[config.mk]
export PLATFORM = sky130hd
export DESIGN_NAME = wb_accum_datapath
export DESIGN_NICKNAME = d
export VERILOG_FILES = /design/src/rtl/wb_accum_pkg.sv /design/src/rtl/wb_sat_mac.sv /design/src/rtl/wb_accum_datapath.sv
export SDC_FILE = /design/constraint.sdc
export NUM_CORES = 1
export LEC_CHECK = 0
export CAP_MARGIN = 20
export CORE_ASPECT_RATIO = 2
export CORE_MARGIN = 2
export CORE_UTILIZATION = 60
export DETAILED_ROUTE_END_ITERATION = 8
export DONT_BUFFER_PORTS = 1
export PLACE_DENSITY = 0.74
export SYNTH_ARGS = -nofsm -noshare
export SYNTH_HDL_FRONTEND = slang
export SYNTH_SLANG_ARGS = --single-unit
[constraint.sdc]
create_clock -name clk -period 8.4 [get_ports clk]
set_clock_uncertainty 0.2 [all_clocks]
set_input_delay 1.68 -clock clk [delete_from_list [all_inputs] [get_ports clk]]
set_output_delay 1.68 -clock clk [all_outputs]
set_load 0.01 [all_outputs]
[src/rtl/wb_accum_pkg.sv]
// Shared types and defaults for the weight/bias accumulate datapath.
// Imported by the MAC sub-module and the top-level FSM.
package wb_accum_pkg;

    localparam int DEF_DW       = 6;
    localparam int DEF_AW       = 16;
    localparam int TGT_ZERO_MAP = 1 << DEF_DW;

    typedef enum logic [1:0] {
        IDLE   = 2'd0,
        LOADED = 2'd1,
        ACCUM  = 2'd2,
        DONE   = 2'd3
    } state_t;

endpackage

[src/rtl/wb_sat_mac.sv]
// Combinational unsigned multiply with saturating accumulate.
// The sum is formed one bit wider than the accumulator to detect overflow.
module wb_sat_mac
    import wb_accum_pkg::*;
#(
    parameter int DW = DEF_DW,
    parameter int AW = DEF_AW
) (
    input  logic [AW-1:0] acc,
    input  logic [DW-1:0] w,
    input  logic [DW-1:0] b,
    output logic [AW-1:0] next_acc,
    output logic          clamp
);

    logic [2*DW-1:0] prod;
    logic [AW:0]     sum;

    always_comb begin
        prod     = w * b;
        sum      = {1'b0, acc} + (AW+1)'(prod);
        clamp    = sum[AW];
        next_acc = clamp ? '1 : sum[AW-1:0];
    end

endmodule

[src/rtl/wb_accum_datapath.sv]
// Weight/bias accumulate engine: load a weight and sample target, then
// accumulate w*b per cnt strobe with saturation and pulse valid when done.
module wb_accum_datapath
    import wb_accum_pkg::*;
#(
    parameter int DW = DEF_DW,
    parameter int AW = DEF_AW
) (
    input  logic          clk,
    input  logic          reset,
    input  logic [DW-1:0] w_in,
    input  logic          load_w_in,
    input  logic [DW-1:0] s_in,
    input  logic          cnt_in,
    input  logic [DW-1:0] b_in,
    output logic [AW-1:0] acc_out,
    output logic          valid_out,
    output logic          busy_out,
    output logic          sat_out,
    output logic          err_out,
    output logic [1:0]    ps_out
);

    localparam int CW = DW + 1;

    state_t        state;
    logic [DW-1:0] w_reg;
    logic [CW-1:0] tgt;
    logic [CW-1:0] count;
    logic [AW-1:0] acc;
    logic          sat;
    logic          err;

    logic [AW-1:0] mac_acc;
    logic          mac_clamp;
    logic [CW-1:0] tgt_in;
    logic [CW-1:0] count_nx;
    logic          last;

    wb_sat_mac #(
        .DW(DW),
        .AW(AW)
    ) u_mac (
        .acc     (acc),
        .w       (w_reg),
        .b       (b_in),
        .next_acc(mac_acc),
        .clamp   (mac_clamp)
    );

    // A zero target means the full 2^DW samples; count is one bit wider.
    always_comb begin
        tgt_in   = (s_in == '0) ? (CW'(1) << DW) : {1'b0, s_in};
        count_nx = (state == LOADED) ? CW'(1) : count + CW'(1);
        last     = (count_nx == tgt);
    end

    always_ff @(posedge clk or negedge reset) begin
        if (!reset) begin
            state <= IDLE;
            w_reg <= '0;
            tgt   <= '0;
            count <= '0;
            acc   <= '0;
            sat   <= 1'b0;
            err   <= 1'b0;
        end else begin
            unique case (state)
                IDLE, DONE: begin
                    if (load_w_in) begin
                        w_reg <= w_in;
                        tgt   <= tgt_in;
                        acc   <= '0;
                        count <= '0;
                        sat   <= 1'b0;
                        err   <= 1'b0;
                        state <= LOADED;
                    end else begin
                        state <= IDLE;
                    end
                end
                LOADED: begin
                    if (load_w_in) begin
                        w_reg <= w_in;
                        tgt   <= tgt_in;
                        acc   <= '0;
                        count <= '0;
                        sat   <= 1'b0;
                    end else if (cnt_in) begin
                        acc   <= mac_acc;
                        sat   <= sat | mac_clamp;
                        count <= count_nx;
                        state <= last ? DONE : ACCUM;
                    end
                end
                ACCUM: begin
                    // A load mid-job is a protocol error and is dropped.
                    if (load_w_in) begin
                        err <= 1'b1;
                    end
                    if (cnt_in) begin
                        acc   <= mac_acc;
                        sat   <= sat | mac_clamp;
                        count <= count_nx;
                        if (last) begin
                            state <= DONE;
                        end
                    end
                end
                default: state <= IDLE;
            endcase
        end
    end

    always_comb begin
        acc_out   = acc;
        valid_out = (state == DONE);
        busy_out  = (state == LOADED) || (state == ACCUM);
        sat_out   = sat;
        err_out   = err;
        ps_out    = state;
    end

endmodule

Yosys cells after proc, flatten, opt, wreduce, memory -nomap -nowiden:

Index checks and enable logic that the tools add are counted.

* bits in registers: 40
* bits in latches: 0
* memory bits (writable): 0
* ROM bits: 0
* input bits: 22
* output and inout port bits: 22
* word-level logic and storage cells: 54
* memories kept: 0

* add/subtract/negate cells: 2
* multipliers: 1
* div/mod/pow operators: 0
* $lt $le $gt $ge: 0
* equality and inequality tests: 10
* shift-type cells: 0
* multiplexer cells: 24
* bitwise operators: 1
* reductions and logical operators: 9

Operators with widths (count)
* 16-bit 2-to-1 mux: 4
* 16-bit case mux with 3 select lines: 1
* 7-bit 2-to-1 mux: 5
* 7-bit case mux with 3 select lines: 1
* 16-bit by 12-bit adder with 17-bit output: 1
* 6-bit by 6-bit multiplier with 12-bit output: 1
* 2-bit inequality test, second input constant: 6
* 2-bit 2-to-1 mux: 4
* 7-bit by 1-bit adder with 7-bit output, second input constant: 1
* 7-bit == test: 1
* 6-bit zero test: 1
* 1-bit 2-to-1 mux: 6
* 2-bit case mux with 3 select lines: 1
* 2-bit == test, second input constant: 2
* 4-bit AND reduction: 1
* 1-bit case mux with 3 select lines: 1
* 3-bit AND reduction: 1
* 3-bit OR reduction: 1
* 2-bit by 1-bit == test with 1-bit output, second input constant: 1
* 2-bit zero test: 1
* 1-bit case mux with 2 select lines: 1
* 2-bit AND reduction: 1
* 2-bit nonzero test: 1
* 2-bit OR reduction: 1
* other kinds (2): 2

Depth between registers and ports, before layout:

Gate-level depths: netlist of run 1.

* depth after elaboration: 7
* mapped depth: 18
* gate-level depth less buffers: 17

Cells and area by module:

From an unflattened synthesis of run 1, not the netlist that was laid out.

* cells, all modules: 436
* area total of the unflattened synthesis: 3952.5 um2

Modules (own cells, without submodules)
* wb_accum_datapath: times used 1, cells an instance 198, area each 2048.2 um2, sequential area each 1001.0 um2
* wb_sat_mac: times used 1, cells an instance 238, area each 1904.3 um2, sequential area each 0.0 um2

Worst setup path after synthesis of run 1:

Ideal clock, no wire load.

* kind: input to register
* start: input b_in[5]
* end: register acc[12] (netlist: acc_out[12])
* setup time: 126 ps
* arrival: 5629 ps
* required time: 8074 ps
* setup slack: 2445 ps
* stages: 16
* buffers on the path: 0
* cell sequence: nand2_1 > fa_1 > inv_1 > fa_1 > fa_1 > inv_1 > fa_1 > inv_1 > ha_1 > a21o_1 > a21o_1 > a21o_1 > a2111oi_2 > nor3_1 > xor2_1 > a221o_1

* cells in the longest elaborated chain, start to end: 6

Ends and longest elaborated chain
* start: declaration: line wb_accum_datapath.sv:15 `input logic [DW-1:0] b_in,`
* 6-bit by 6-bit multiplier with 12-bit output (*): line wb_sat_mac.sv:20 `prod = w * b;`
* 16-bit by 12-bit adder with 17-bit output (*): line wb_sat_mac.sv:21 `sum = {1'b0, acc} + (AW+1)'(prod);`
* 16-bit 2-to-1 mux (*): line wb_sat_mac.sv:23 `next_acc = clamp ? '1 : sum[AW-1:0];`
* 16-bit 2-to-1 mux (*): line wb_accum_datapath.sv:89, wb_accum_datapath.sv:101
* 16-bit 2-to-1 mux: line wb_accum_datapath.sv:83 `if (load_w_in) begin`
* 16-bit case mux with 3 select lines (*): line wb_accum_datapath.sv:68 `unique case (state)`
* end signal: assignment: line wb_accum_datapath.sv:90 `acc <= mac_acc;`
* end signal: assignment: line wb_accum_datapath.sv:102 `acc <= mac_acc;`
* end: declaration: line wb_accum_datapath.sv:30 `logic [AW-1:0] acc;`

Mark *: on every way between the ends. The rest lies on a longest branch, timed or not.
A chain may end at the register's enable or synchronous reset.

Worst setup path after layout of run 1:

* start: input b_in[2]
* end: register sat (netlist: sat_out)

* cells in the longest elaborated chain, start to end: 6

Ends and longest elaborated chain
* 6-bit by 6-bit multiplier with 12-bit output (*): line wb_sat_mac.sv:20
* 16-bit by 12-bit adder with 17-bit output (*): line wb_sat_mac.sv:21
* 1-bit OR (*): line wb_accum_datapath.sv:91, wb_accum_datapath.sv:103
* 1-bit 2-to-1 mux (*): line wb_accum_datapath.sv:89, wb_accum_datapath.sv:101
* 1-bit 2-to-1 mux: line wb_accum_datapath.sv:83
* 1-bit case mux with 3 select lines (*): line wb_accum_datapath.sv:68
* end signal: assignment: line wb_accum_datapath.sv:91 `sat <= sat | mac_clamp;`
* end signal: assignment: line wb_accum_datapath.sv:103 `sat <= sat | mac_clamp;`
* end: declaration: line wb_accum_datapath.sv:31 `logic sat;`

Marks and branches as above.

==> impl_metrics.json, run 1 <==
{
  "grt_pass1_wl_um": 12600,
  "whs_ns": 0.329,
  "dp_hpwl_um": 5720,
  "end_kind": "flip-flop",
  "die_w_um": 59.0,
  "antenna_found_initial": 0,
  "clkLatencyLatePin_ns": 0.29,
  "critical_path_class": "input pin to flip-flop",
  "status": "completed",
  "gp_congestion": 0.855,
  "area_growth_pct": 5.24,
  "grt-ovfl-total": 0,
  "slew_viol_final": 0,
  "antenna_cells": 0,
  "synth_common_cells": "inv_1 (66), dfrtp_1 (40), ha_1 (33)",
  "worst_pin_slew_ns": 0.838,
  "drtAntennaViolNets": 0,
  "setup_viol": 0,
  "worstPathArrival_ns": 5.88,
  "synth.distinct_cells": 52,
  "ys_seq_area_share_pct": 27.6,
  "multi_input_comb_area_sq_um": 2340,
  "final_util_pct": 64.7,
  "dr_total_vias": 2666,
  "io_pins": 44,
  "postSynthCellCount": 373,
  "synth_area_leaders": "dfrtp_1 (28%), fa_1 (14%), ha_1 (11%)",
  "cts.repair.resized": 0,
  "die_h_um": 114,
  "dieArea_sq_um": 6730,
  "root_buffer": "clkbuf_16",
  "clockBufferDepth": 2,
  "drive_above_1_share_pct": 8.29,
  "cts_setup_buffers": 0,
  "rrSetupSlack_ns": 3.45,
  "cts-htree-levels": 2,
  "drt_pre_antenna_iters": 4,
  "synth_edf_count": 0,
  "tns_ns": 0,
  "regArea_sq_um": 1000,
  "core_sq_um": 5910,
  "yosysTopAreaCellShare_pct": 27.6,
  "largest_reg_flops": 16,
  "clkSlewWorstSetupHoldPaths_ns": 0.06,
  "hold_class": "flip-flop to flip-flop",
  "drt_iter0_drc": 87,
  "async_reset_ff_share_pct": 100,
  "reg2reg_depth": 16,
  "synth_top_cell_by_area": "dfrtp_1",
  "start_util_pct": 61.5,
  "r2r-start": "w_reg[3]$_DFFE_PN0P_",
  "holdBufCountCts": 0,
  "hp-start": "count[6]$_DFFE_PN0P_",
  "relSlewSlack_pct": 44.1,
  "rr_endpoint": "sat_out$_DFFE_PN0P_",
  "wl_per_cell_um": 16.7,
  "startpoint_type": "input pin",
  "crit_required_ns": 8.41,
  "num-fill-cells": 498,
  "grt_max_degree": 41,
  "path_max_fanout": 16,
  "yosysMostFrequentCell": "inv_1",
  "cts_tree": "done",
  "drv_cap": 0,
  "hold_depth": 1,
  "vias_per_cell": 6.10,
  "ys_warn_count": 0,
  "post-route-min-period_ns": 5.87,
  "synth_area_sq_um": 3630,
  "cts_sinks": 40,
  "fin_crit_sh_pct": 69.9,
  "syn_avg_cell_area_sq_um": 9.73,
  "rsz0062_at_grt": "false",
  "drt_wl_total_um": 7320,
  "hold_violations": 0,
  "io_buffers": 0,
  "drc": 0,
  "ys_seq_elements": 40,
  "synth_nets": 454,
  "fin_nets": 455,
  "core.rowCount": 40,
  "cts_buffers": 5,
  "max_freq_mhz": 170,
  "min_to": "count[6]$_DFFE_PN0P_",
  "synth_flop_cell": "dfrtp_1",
  "grt_pass1_vias": 2791,
  "grt_usage_pct": 24.2
}
worst max-delay path, cell delays in order:
cell       delay, ns
and2_1          0.15
fa_1            0.53
inv_1           0.05
fa_1            0.47
inv_1           0.06
fa_1            0.53
inv_1           0.05
fa_1            0.50
inv_1           0.04
ha_1            0.35
nand3_1         0.14
o21ai_4         0.22
a21oi_2         0.10
o21a_1          0.21
nor3_4          0.59
a2bb2oi_1       0.20
cell type report:
cell class | count | area share (%)
Clock inverter | 2 | 0.327
Tap cell | 63 | 2.06
Timing Repair Buffer | 1 | 0.196
Multi-Input combinational cell | 259 | 61.4
Inverter | 67 | 6.58
Clock buffer | 5 | 3.27
Sequential cell | 40 | 26.2
layout by cell type, fill, tap and decap left out, types with 10 or more instances in the layout:
cell type / n
inv_1: 66
dfrtp_1: 40
ha_1: 33
and2_1: 29
fa_1: 26
nand2_1: 22
nor2_1: 13
a21oi_1: 13
a221o_1: 12
xnor2_1: 11
mux2_2: 11
o21ai_0: 10
metrics by stage:
step                area (sq um)  worst slack, ns  cells
floorplan                   3630             2.45    373
global placement            3680             2.29    429
detailed placement          3680             2.23    429
CTS                         3810             2.53    436
global route                3820             2.32    437
finish                      3820             2.53    437
routing by layer:
metal	share of wire (%)	track usage [%]	vias up
li1	-	-	1266
met1	43	31.1	1321
met2	51	39.9	70
met3	4.5	4.76	9
met4	1.6	8.64	0
met5	0	0	-
worst max-delay path by stage:
stage / slack, ns / cells after the start / end / from
2_1_floorplan: 2.45 / 16 / acc_out[12]$_DFFE_PN0P_ / b_in[5]
3_3_place_gp: 2.29 / 16 / acc_out[12]$_DFFE_PN0P_ / b_in[5]
3_5_place_dp: 2.23 / 17 / sat_out$_DFFE_PN0P_ / b_in[2]
4_1_cts: 2.53 / 16 / sat_out$_DFFE_PN0P_ / b_in[2]
5_1_grt: 2.32 / 17 / acc_out[11]$_DFFE_PN0P_ / b_in[2]
6_report: 2.53 / 16 / sat_out$_DFFE_PN0P_ / b_in[2]
cell families (layout without fill, tap and decap cells):
kind of cell / Yosys count / after routing / share of synthesized area [%]
AND/OR/NAND/NOR: 95 / 95 / 14.4
flip-flops: 40 / 40 / 27.6
buffers and inverters: 74 / 75 / 7.86
multiplexers: 13 / 13 / 3.96
AO/OA/AOI/OAI: 75 / 75 / 16.0
XOR/XNOR: 17 / 17 / 4.48
adder cells (fa/ha/maj): 59 / 59 / 25.7
Power of run 1 is left out: the tool's default activity adds up to more than one toggle a clock period on the data nets, which glitch-free logic cannot reach.
==> run 2: changes to the inputs <==
--- a/config.mk
+++ b/config.mk
@@ -8,10 +8,10 @@
 export CAP_MARGIN = 20
 export CORE_ASPECT_RATIO = 2
 export CORE_MARGIN = 2
-export CORE_UTILIZATION = 60
+export CORE_UTILIZATION = 59
 export DETAILED_ROUTE_END_ITERATION = 8
 export DONT_BUFFER_PORTS = 1
-export PLACE_DENSITY = 0.74
+export PLACE_DENSITY = 0.76
 export SYNTH_ARGS = -nofsm -noshare
 export SYNTH_HDL_FRONTEND = slang
 export SYNTH_SLANG_ARGS = --single-unit
==> constraint.sdc (replaced) <==
create_clock -name clk -period 4.75 [get_ports clk]
set_clock_uncertainty 0.2 [all_clocks]
set_input_delay 0.95 -clock clk [delete_from_list [all_inputs] [get_ports clk]]
set_output_delay 0.95 -clock clk [all_outputs]
set_load 0.01 [all_outputs]
==> run 2 against run 1 <==
The run now ends with setup timing left. Largest cell class unchanged. Wire length rose by 16%. Critical endpoint is now acc_out[12]$_DFFE_PN0P_. Sequential share of layout area fell by 1.5 points. Flip-flop and latch count did not move. Final area rose by 6.1%. Via count rose by 2.9%.
==> impl_metrics.json, run 2 (synthesis gave the netlist of run 1 again) <==
{
  "io_buffers": 0,
  "die_w_um": 59.5,
  "io_pins": 44,
  "hold_class": "input pin to asynchronous set/reset pin",
  "final_common_cell": "inv_1",
  "drt_wl_total_um": 8460,
  "setup_viol": 15,
  "area_growth_pct": 11.6,
  "startpoint_type": "input pin",
  "final_cell_mix": "inv_1 (60), dfrtp_1 (40), ha_1 (30)",
  "crit_required_ns": 4.73,
  "root_buffer": "clkbuf_16",
  "grt-ovfl-total": 0,
  "wl_per_cell_um": 18.6,
  "core_sq_um": 5960,
  "failed_checks": "setup timing",
  "whs_ns": 0.148,
  "r2r-start": "w_reg[3]$_DFFE_PN0P_",
  "vias_per_cell": 6.02,
  "reg2reg_depth": 17,
  "clockBufferDepth": 2,
  "core.rowCount": 40,
  "clkSlewWorstSetupHoldPaths_ns": 0.06,
  "rsz0062_at_grt": "true",
  "cts_sinks": 40,
  "start_util_pct": 61.0,
  "crit_start": "b_in[2]",
  "cts_buffers": 5,
  "drt_iter0_drc": 72,
  "antenna_found_initial": 0,
  "worst_pin_slew_ns": 0.843,
  "worst_slack_ns": -0.0723,
  "drv_cap": 0,
  "hold_violations": 0,
  "clkLatencyLatePin_ns": 0.29,
  "cts_tree": "done",
  "worstPathArrival_ns": 4.80,
  "post-route-min-period_ns": 4.82,
  "final_util_pct": 68.1,
  "drive_above_1_share_pct": 17.0,
  "drc": 0,
  "holdBufCountCts": 0,
  "status": "finished with violations",
  "drt_pre_antenna_iters": 4,
  "rrSetupSlack_ns": 0.08,
  "antenna_cells": 0,
  "cp-endpoint": "acc_out[12]$_DFFE_PN0P_",
  "dr_total_vias": 2743,
  "cts-htree-levels": 2,
  "max_freq_mhz": 207,
  "grt_max_degree": 41,
  "num-fill-cells": 472,
  "dp_hpwl_um": 6550,
  "grt_usage_pct": 27.1,
  "grt_pass1_vias": 2980,
  "largest_reg_flops": 16,
  "critical_path_class": "input pin to flip-flop",
  "grt_pass1_wl_um": 13700,
  "fin_nets": 473,
  "relSlewSlack_pct": 43.8,
  "slew_viol_final": 0,
  "drtAntennaViolNets": 0,
  "end_kind": "flip-flop",
  "gp_congestion": 0.941,
  "rr_endpoint": "acc_out[12]$_DFFE_PN0P_",
  "dieArea_sq_um": 6840,
  "path_max_fanout": 6,
  "die_h_um": 115,
  "fin_crit_sh_pct": 102
}
run 2: cell count changes in the layout (fill, tap and decap cells not counted), moves of 2 or more:
cell and delta:
buf_6 +2, inv_1 -6, ha_4 +2, and2_4 +3, o21ai_0 -2, inv_2 +6, ha_1 -3, and2_1 -3
buf_4 +16
run 2: worst min-delay path by stage:
| stage | startpoint | end | slack, ns | cells past startpoint |
|---|---|---|---|---|
| detailed placement | count[6]$_DFFE_PN0P_ | count[6]$_DFFE_PN0P_ | 0.31 | 1 |
| finish | reset | acc_out[14]$_DFFE_PN0P_ | 0.15 | 0 |
| global route | reset | acc_out[14]$_DFFE_PN0P_ | 0.14 | 0 |
| CTS | reset | acc_out[14]$_DFFE_PN0P_ | 0.15 | 0 |
| global placement | count[6]$_DFFE_PN0P_ | count[6]$_DFFE_PN0P_ | 0.31 | 1 |
| floorplan | count[6]$_DFFE_PN0P_ | count[6]$_DFFE_PN0P_ | 0.29 | 1 |
run 2: worst max-delay path, stage by stage:
cell	delay, ns
and2_4	0.14
fa_1	0.56
inv_2	0.05
fa_1	0.53
inv_2	0.04
fa_1	0.49
inv_2	0.04
fa_1	0.52
inv_2	0.05
ha_4	0.22
a21o_1	0.19
nand2_2	0.10
o21ai_4	0.08
a2111oi_4	0.31
nor3_2	0.10
xor2_1	0.15
a221o_1	0.29
run 2: cell type report:
type | instances | area [sq um] | area share, %
flip-flops and latches | 40 | 1000 | 24.7
clock buffers | 6 | 139 | 3.43
repair buffers | 19 | 150 | 3.70
inverters | 67 | 251 | 6.20
clock inverters | 2 | 10.0 | 0.247
multi-input cells | 259 | 2420 | 59.8
well taps | 63 | 78.8 | 1.94
run 2: stage by stage:
stage / TNS (ns) / worst slack [ns] / cells / instance area, sq um
5_1_grt: -2.98 / -0.196 / 456 / 4050
3_3_place_gp: -4.84 / -0.358 / 447 / 3850
4_1_cts: -0.543 / -0.112 / 456 / 4010
3_5_place_dp: -5.96 / -0.404 / 447 / 3850
6_report: -0.676 / -0.0723 / 456 / 4050
2_1_floorplan: -2.55 / -0.216 / 373 / 3670
run 2: repair_timing:
| item | 4_1_cts | 5_1_grt |
|---|---|---|
| resized for setup | 3 | 10 |
| setup endpoints to repair | 15 | 17 |
| pin swaps | 5 | 14 |
| buffers inserted | 1 | 0 |
| gates cloned | 0 | 0 |
run 2: metal layers:
metal / GRT usage [%] / share of wire, %
met5: 0 / 0
met3: 4.27 / 3.1
met2: 51.9 / 60
met1: 26.8 / 35
met4: 12.6 / 2.8
Power of run 2 is left out for the same reason.
==> run 3: changes to the inputs <==
--- a/config.mk
+++ b/config.mk
@@ -6,7 +6,7 @@
 export NUM_CORES = 1
 export LEC_CHECK = 0
 export CAP_MARGIN = 20
-export CORE_ASPECT_RATIO = 2
+export CORE_ASPECT_RATIO = 1.1
 export CORE_MARGIN = 2
 export CORE_UTILIZATION = 59
 export DETAILED_ROUTE_END_ITERATION = 8
==> run 3 against run 2 <==
Critical path type unchanged. Sequential share of layout area is 0.053 points higher. Register-to-register slack better by 0.06 ns. Worst hold slack worse by 0.012 ns. Global-route usage is 2.5 points lower. The run still ends with setup timing left. Largest cell class unchanged. Maximum frequency is 0.77% higher. Core utilization is 1.2 points higher. Clock-buffer cell count is 1 higher. Cell count is 2.6% higher. Non-clock buffer count is 2 lower. First-iteration DRC count is 32% higher.
==> impl_metrics.json, run 3 (synthesis gave the netlist of run 1 again) <==
{
  "dr_total_vias": 2794,
  "path_max_fanout": 6,
  "clkSlewWorstSetupHoldPaths_ns": 0.08,
  "drive_above_1_share_pct": 16.1,
  "drc": 0,
  "grt_pass1_wl_um": 13000,
  "slew_viol_final": 0,
  "drtAntennaViolNets": 0,
  "cts-htree-levels": 2,
  "cts_tree": "done",
  "io_pins": 44,
  "final_cell_mix": "inv_1 (62), dfrtp_1 (40), ha_1 (30)",
  "clkLatencyLatePin_ns": 0.30,
  "setup_viol": 4,
  "status": "finished with violations",
  "fin_crit_sh_pct": 101,
  "worst_pin_slew_ns": 0.871,
  "wl_per_cell_um": 16.8,
  "cpMostUsedCell": "fa_1",
  "hold_violations": 0,
  "startpoint_type": "input pin",
  "fin_nets": 471,
  "drv_cap": 0,
  "final_util_pct": 69.2,
  "grt_max_degree": 41,
  "relSlewSlack_pct": 41.9,
  "gp_congestion": 0.879,
  "grt-ovfl-total": 0,
  "crit_required_ns": 4.74,
  "failed_checks": "setup timing",
  "drt_iter0_drc": 95,
  "post-route-min-period_ns": 4.79,
  "die_w_um": 78.8,
  "root_buffer": "clkbuf_8",
  "end_kind": "flip-flop",
  "cp_slowest_cell": "fa_1",
  "max_freq_mhz": 209,
  "antenna_cells": 0,
  "rsz0062_at_grt": "true",
  "vias_per_cell": 5.97,
  "start_util_pct": 62.2,
  "area_growth_pct": 11.4,
  "io_buffers": 0,
  "tns_ns": -0.0673,
  "critical_path_class": "input pin to flip-flop",
  "hold_class": "input pin to asynchronous set/reset pin",
  "dieArea_sq_um": 6800,
  "grt_pass1_vias": 2880,
  "final_common_cell": "inv_1",
  "crit_path_cell_trace": "and2_4 > fa_1 > inv_1 > fa_1 > inv_2 > fa_1 > inv_1 > fa_1 > inv_2 > ha_4 > a21o_1 > a221oi_4 > o21bai_1 > a21oi_2 > xnor2_1 > a221o_1",
  "cts_sinks": 40,
  "core.rowCount": 29,
  "drt_pre_antenna_iters": 5,
  "largest_reg_flops": 16,
  "drt_wl_total_um": 7890,
  "cts_buffers": 5,
  "grt_usage_pct": 24.7,
  "die_h_um": 86.3,
  "antenna_found_initial": 0,
  "dp_hpwl_um": 6000,
  "core_sq_um": 5840,
  "clockBufferDepth": 2,
  "worstPathArrival_ns": 4.77,
  "worst_slack_ns": -0.0357,
  "crit_path_max_incr_delay_ns": 0.54
}
[run 3: area by class of cell]
cell class                 instances  area, sq um
fill                             456         1800
multi-input combinational        259         2430
sequential                        40         1000
tap                               77         96.3
timing repair buffer              17          144
clock buffer                       7         96.3
inverter                          67          251
clock inverter                     1         30.0
[run 3: timing repair]
item | CTS | global route
gates resized for setup | 3 | 9
setup buffers | 1 | 0
hold buffers | 0 | 0
pin swaps | 2 | 6
setup endpoints to repair | 13 | 17
[run 3: stage by stage]
step                cell area (sq um)  std cells  hold slack [ns]  worst slack (ns)
CTS                              4010        467            0.126           -0.0340
global route                     4050        468            0.122            -0.172
floorplan                        3670        373            0.285            -0.216
global placement                 3850        458            0.308            -0.311
detailed placement               3850        458            0.323            -0.377
finish                           4050        468            0.136           -0.0357
[run 3: final timing paths]
| check | startpoint | to | slack, ns | depth (start not counted) |
|---|---|---|---|---|
| worst max-delay path | b_in[0] | acc_out[9]$_DFFE_PN0P_ | -0.04 | 16 |
| worst min-delay path | reset | acc_out[2]$_DFFE_PN0P_ | 0.14 | 0 |
| worst max register to register | w_reg[2]$_DFFE_PN0P_ | acc_out[12]$_DFFE_PN0P_ | 0.14 | 16 |
| worst min register to register | count[6]$_DFFE_PN0P_ | count[6]$_DFFE_PN0P_ | 0.35 | 1 |
| max in group asynchronous | reset | ps_out[0]$_DFFE_PN0P_ | 4.13 | 0 |
| min in group clk | count[6]$_DFFE_PN0P_ | count[6]$_DFFE_PN0P_ | 0.35 | 1 |
[run 3: layer usage]
metal / up-vias / global-route usage (%) / part of all wire (%)
met5: - / 0 / 0
met4: 0 / 8.77 / 2.2
li1: 1296 / - / -
met2: 83 / 46.6 / 56
met3: 18 / 4.69 / 4.9
met1: 1397 / 27.4 / 37
[run 3: worst max-delay path: cells and delay by family]
family          cells  cell delay [ns]
buf+inv             4             0.19
compound gates      5             1.13
fa+ha+maj           5             2.27
simple gates        1             0.14
xor+xnor            1             0.09
Power of run 3 is left out for the same reason.
